[src/rtl/audio_pkg.sv]
// Shared types, constants and the output saturator for the audio gain stage.
package audio_pkg;

  typedef logic signed [23:0] sample_t;
  typedef logic [9:0]         gain_t;
  typedef logic signed [34:0] product_t;

  localparam int      GAIN_FRAC_BITS = 8;
  localparam sample_t SAMPLE_MAX     = 24'sh7FFFFF;
  localparam sample_t SAMPLE_MIN     = 24'sh800000;

  localparam product_t PRODUCT_MAX = product_t'(SAMPLE_MAX);
  localparam product_t PRODUCT_MIN = product_t'(SAMPLE_MIN);

  // Clamp a scaled product back into the 24-bit sample range.
  function automatic sample_t saturate(input product_t value);
    sample_t result;
    if (value > PRODUCT_MAX) begin
      result = SAMPLE_MAX;
    end else if (value < PRODUCT_MIN) begin
      result = SAMPLE_MIN;
    end else begin
      result = value[23:0];
    end
    return result;
  endfunction

endpackage

[src/rtl/button_debouncer.sv]
// Raw push-button conditioner: 2-FF synchronizer, stability counter, rising-edge pulse.
module button_debouncer #(
  parameter int DEBOUNCE_CYCLES = 1000000
) (
  input  logic i_clock,
  input  logic i_reset,
  input  logic i_button,
  output logic o_level,
  output logic o_rise
);

  localparam int CNT_W = $clog2(DEBOUNCE_CYCLES + 1);
  localparam logic [CNT_W-1:0] LAST_COUNT = CNT_W'(DEBOUNCE_CYCLES - 1);

  logic             sync1_q;
  logic             sync2_q;
  logic             level_q;
  logic             rise_q;
  logic [CNT_W-1:0] count_q;

  // The level flips only once the synchronized input has disagreed with it
  // for DEBOUNCE_CYCLES samples in a row; any agreeing sample restarts the count.
  always_ff @(posedge i_clock or posedge i_reset) begin
    if (i_reset) begin
      sync1_q <= 1'b0;
      sync2_q <= 1'b0;
      level_q <= 1'b0;
      rise_q  <= 1'b0;
      count_q <= '0;
    end else begin
      sync1_q <= i_button;
      sync2_q <= sync1_q;
      rise_q  <= 1'b0;
      if (sync2_q == level_q) begin
        count_q <= '0;
      end else if (count_q == LAST_COUNT) begin
        level_q <= sync2_q;
        rise_q  <= sync2_q;
        count_q <= '0;
      end else begin
        count_q <= count_q + CNT_W'(1);
      end
    end
  end

  assign o_level = level_q;
  assign o_rise  = rise_q;

endmodule

[src/rtl/audio_gain_stage.sv]
// Button-controlled, ramped digital volume stage with 2-cycle saturating datapath.
// Optional soft mute (i_mute port) is enabled by defining AUDIO_GAIN_SOFT_MUTE_EN.
module audio_gain_stage
  import audio_pkg::*;
#(
  parameter int DATA_WIDTH      = 24,
  parameter int GAIN_STEPS      = 32,
  parameter int UNITY_INDEX     = 16,
  parameter int DEBOUNCE_CYCLES = 1000000
) (
  input  logic                         i_clock,
  input  logic                         i_reset,
  input  logic signed [DATA_WIDTH-1:0] i_data_left,
  input  logic signed [DATA_WIDTH-1:0] i_data_right,
  input  logic                         i_data_valid,
  input  logic                         i_btn_up,
  input  logic                         i_btn_down,
`ifdef AUDIO_GAIN_SOFT_MUTE_EN
  input  logic                         i_mute,
`endif
  output logic        [DATA_WIDTH-1:0] o_data_left,
  output logic        [DATA_WIDTH-1:0] o_data_right,
  output logic                         o_data_valid,
  output logic        [4:0]            o_gain_index
);

  localparam logic [4:0] MAX_INDEX   = 5'(GAIN_STEPS - 1);
  localparam logic [4:0] RESET_INDEX = 5'(UNITY_INDEX);
  localparam gain_t      RESET_GAIN  = gain_t'(UNITY_INDEX * 16);

  logic upRise, downRise;
  // Only the debounced edges drive the index; the levels are left unused.
  logic unusedUpLevel, unusedDownLevel;

  logic [4:0] index_q, index_d;
  gain_t      targetGain;
  gain_t      appliedGain_q, appliedGain_d;

  product_t prodLeft_q,  prodLeft_d;
  product_t prodRight_q, prodRight_d;
  logic     stage1Valid_q;
  sample_t  outLeft_q, outRight_q;
  logic     outValid_q;

  button_debouncer #(
    .DEBOUNCE_CYCLES(DEBOUNCE_CYCLES)
  ) u_debounce_up (
    .i_clock (i_clock),
    .i_reset (i_reset),
    .i_button(i_btn_up),
    .o_level (unusedUpLevel),
    .o_rise  (upRise)
  );

  button_debouncer #(
    .DEBOUNCE_CYCLES(DEBOUNCE_CYCLES)
  ) u_debounce_down (
    .i_clock (i_clock),
    .i_reset (i_reset),
    .i_button(i_btn_down),
    .o_level (unusedDownLevel),
    .o_rise  (downRise)
  );

  // Simultaneous up and down edges cancel; the index clamps at both ends.
  always_comb begin
    index_d = index_q;
    if (upRise && !downRise && (index_q != MAX_INDEX)) begin
      index_d = index_q + 5'd1;
    end else if (downRise && !upRise && (index_q != 5'd0)) begin
      index_d = index_q - 5'd1;
    end
  end

  always_comb begin
    targetGain = {1'b0, index_q, 4'b0000};
`ifdef AUDIO_GAIN_SOFT_MUTE_EN
    if (i_mute) begin
      targetGain = '0;
    end
`endif
    appliedGain_d = appliedGain_q;
    if (i_data_valid) begin
      if (appliedGain_q < targetGain) begin
        appliedGain_d = appliedGain_q + gain_t'(1);
      end else if (appliedGain_q > targetGain) begin
        appliedGain_d = appliedGain_q - gain_t'(1);
      end
    end
  end

  // Stage 1 multiplies with the gain in force before this frame's ramp step.
  always_comb begin
    prodLeft_d  = product_t'(i_data_left)  * product_t'($signed({1'b0, appliedGain_q}));
    prodRight_d = product_t'(i_data_right) * product_t'($signed({1'b0, appliedGain_q}));
  end

  always_ff @(posedge i_clock or posedge i_reset) begin
    if (i_reset) begin
      index_q       <= RESET_INDEX;
      appliedGain_q <= RESET_GAIN;
    end else begin
      index_q       <= index_d;
      appliedGain_q <= appliedGain_d;
    end
  end

  always_ff @(posedge i_clock or posedge i_reset) begin
    if (i_reset) begin
      prodLeft_q    <= '0;
      prodRight_q   <= '0;
      stage1Valid_q <= 1'b0;
      outLeft_q     <= '0;
      outRight_q    <= '0;
      outValid_q    <= 1'b0;
    end else begin
      stage1Valid_q <= i_data_valid;
      if (i_data_valid) begin
        prodLeft_q  <= prodLeft_d;
        prodRight_q <= prodRight_d;
      end
      outValid_q <= stage1Valid_q;
      if (stage1Valid_q) begin
        outLeft_q  <= saturate(prodLeft_q  >>> GAIN_FRAC_BITS);
        outRight_q <= saturate(prodRight_q >>> GAIN_FRAC_BITS);
      end
    end
  end

  assign o_data_left  = outLeft_q;
  assign o_data_right = outRight_q;
  assign o_data_valid = outValid_q;
  assign o_gain_index = index_q;

endmodule

[config.mk]
export PLATFORM = sky130hd
export DESIGN_NAME = audio_gain_stage
export DESIGN_NICKNAME = d
export VERILOG_FILES = /design/src/rtl/audio_pkg.sv /design/src/rtl/button_debouncer.sv /design/src/rtl/audio_gain_stage.sv
export SDC_FILE = /design/constraint.sdc
export NUM_CORES = 2
export LEC_CHECK = 0
export BUFFER_PORTS_ARGS = -buffer_cell sky130_fd_sc_hd__buf_2
export CORE_MARGIN = 1.5
export CORE_UTILIZATION = 23
export CTS_BUF_LIST = sky130_fd_sc_hd__clkbuf_8
export DETAILED_ROUTE_END_ITERATION = 6
export HOLD_SLACK_MARGIN = 0.15
export MAX_ROUTING_LAYER = met4
export SYNTH_ARGS = -nofsm -noshare
export SYNTH_HDL_FRONTEND = slang
export SYNTH_HIERARCHICAL = 1
export SYNTH_SLANG_ARGS = --single-unit
[constraint.sdc]
create_clock -name i_clock -period 17.7 [get_ports i_clock]
set_input_delay 3.54 -clock i_clock [delete_from_list [all_inputs] [get_ports i_clock]]
set_output_delay 3.54 -clock i_clock [all_outputs]
set_load 0.005 [all_outputs]
==> run metrics <==
status finished, final reports clean; CTS max path bufs 2; FMAX 115 MHz; DRT antenna net count 0; final max-slew violation count 0; register bit total from synthesis 167; largest net degree at the start of global routing 68; Synth Area in XOR/XNOR 0.0322; Crit Path Max Fanout 10; setup TNS 0 ns; Detail Placement HPWL 46.0 mm; Unique masters post-synth 76; vias 17185; first-pass GRT wire length 98.4 mm; Worst EP required 18.13 ns; Post-CTS Hold Buffers 0; Adder-Cell Fraction of Synth Area 0.432; met1 usage in global routing 0.158; Hold Startpoint u_debounce_down/sync1_q; clk_skew 0.0370 ns; IO buf count 106; drt total wl 58.5 mm; commonest non-fill, non-tap cell in the layout inv_1; share of synthesized flip-flops with an asynchronous set or reset 1.00; Main synth FF type dfrtp_1; crit path capture type flop; H-tree Lvls 4; Setup CP Type primary input to flop; R2R Path Start appliedGain_q[3]; Rows 118; grt total ovfl 0; total track usage 0.119; Post-layout nets 3278; RSZ-0062 raised after global routing no; post-synthesis cell count 2621; GR peak layer met2; crit path capture prodLeft_q[29]; clock sink count 167; core area 0.104 mm^2; Synth Area in Compound Gates 0.0756; met3 usage 0.0247; R2R Path End prodLeft_q[29]; Worst-Skew Late Latency 0.57 ns; total I/O pin count 107; Starting Density 0.233; Clock Tree Root clkbuf_8; number of synthesized flops with an enable pin 0; share of cells above drive strength 1 0.0878; Critical path origin i_data_left[8]; Worst-path clk slew 0.10 ns; Die Area 0.107 mm^2; post-synthesis sequential area ratio 0.173; vias in the first global route 18241; CTS Buf Count 17; synth-to-layout area growth 9.81%; r2r setup slk 11.29 ns; height of the die 327 um; largest family of logic cells by synthesized area adder cells; CTS tree done; met2 usage 0.187; max_cap viols 0; Worst Reg-to-Reg Cells 19; Max-Slew Margin vs Limit 0.301; initial antenna violation count 19; post-synthesis mux area share 0.0194; DRT Pass-1 Iters 7; Final setup viols 0; worst hold path class flop to flop; Via-to-Cell Ratio 4.24; RePlAce Congestion 0.825; Post-CTS Setup Inserts 0; Final Cycle Share 0.491; synth warn 6; worst hold margin 0.362 ns; cts repair resizes 0; per-cell routed wire length 14.4 um; commonest cells after routing, fill and taps aside inv_1, fa_1, nand2_1; Post-Syn Area 0.0242 mm^2; drt first-iter violations 833; Startpoint Class primary input; mean post-synth cell area 9.23 um^2; CP arrival 9.12 ns; post-synthesis simple-gate area fraction 0.158; Tmin final 8.69 ns; Worst-Margin Slew 1.05 ns; post-place instance area 0.0261 mm^2; final hold vios 0; # DRC 0; Final Non-Filler Cells 4051; Die Span X 327 um; total placed cells including tap cells 4002; final design area excluding fillers 0.0266 mm^2; Net Count, Synth 3258
[cell families (layout without fill, tap and decap cells)]
kind of cell	count (synthesis)	count (layout)
adders and majority gates	584	584
and+or+nand+nor	768	768
DFF	167	167
AOI/OAI and AO/OA	260	260
xor gates and xnor gates	89	89
buffers and inverters	711	744
muxes	42	42
other	0	17
[metrics by stage]
stage,util,setup WS [ns]
2_1_floorplan,-,8.85
3_3_place_gp,0.251,8.48
3_5_place_dp,0.251,8.48
4_1_cts,0.255,9.10
5_1_grt,0.256,8.85
6_report,0.256,9.01
[registers in the layout, summed over array words and instances, names as in the netlist, 5 cells and up]
name	count
prodLeft_q	27
prodRight_q	27
o_data_left	24
o_data_right	24
u_debounce_down/count_q	20
u_debounce_up/count_q	20
appliedGain_q	10
o_gain_index	5
[worst max-delay path: stages]
cell and delay, ns:
buf_2 0.17, and2_1 0.19, fa_1 0.57, fa_1 0.44, fa_1 0.52, fa_1 0.54, inv_1 0.06, fa_1 0.52
inv_1 0.04, ha_1 0.36, a211oi_1 0.35, o21ai_1 0.20, o211a_1 0.24, and2_2 0.23, a2111oi_4 0.55, o21bai_1 0.17
xor2_1 0.16, mux2_2 0.26
[Yosys cell counts (all sizes together) (11+ instances only)]
master | number | area share
mux2 | 40 | 0.019
a21oi | 69 | 0.014
dfrtp | 165 | 0.17
and3 | 12 | 0.0031
and2 | 234 | 0.061
or4 | 13 | 0.0040
nor2 | 102 | 0.016
o31ai | 15 | 0.0054
fa | 418 | 0.35
ha | 166 | 0.086
nand2 | 311 | 0.048
o22ai | 47 | 0.012
a211oi | 11 | 0.0039
nand4 | 17 | 0.0049
o21ai | 28 | 0.0059
xor2 | 36 | 0.013
clkbuf | 106 | 0.016
a21o | 27 | 0.0085
inv | 589 | 0.091
nand3 | 26 | 0.0054
o21a | 14 | 0.0043
xnor2 | 53 | 0.019
buf | 15 | 0.0025
[layout make-up]
type                       instances  area [um^2]
timing repair buffer             122          651
clock buffer                      17          234
tap                             1380         1730
fill                           11307        77400
sequential                       167         4190
inverter                         590         2220
multi-input combinational       1743        17300
antenna                           17         42.5
clock inverter                    15          165
[metal layers]
metal / wire (um) / part of all wire
met1: 27000 / 0.46
met2: 28000 / 0.48
met3: 2800 / 0.048
met4: 684 / 0.012
met5: 0 / 0
[worst min-delay path by stage]
stage	end	cells after the start
floorplan	u_debounce_down/sync2_q	0
global placement	u_debounce_up/sync2_q	0
detailed placement	u_debounce_down/sync2_q	0
CTS	u_debounce_down/sync2_q	0
global route	u_debounce_up/sync2_q	0
finish	u_debounce_down/sync2_q	0
Power is not shown: default switching activity piles up to over one toggle a cycle in this logic, so the estimate is an artifact.
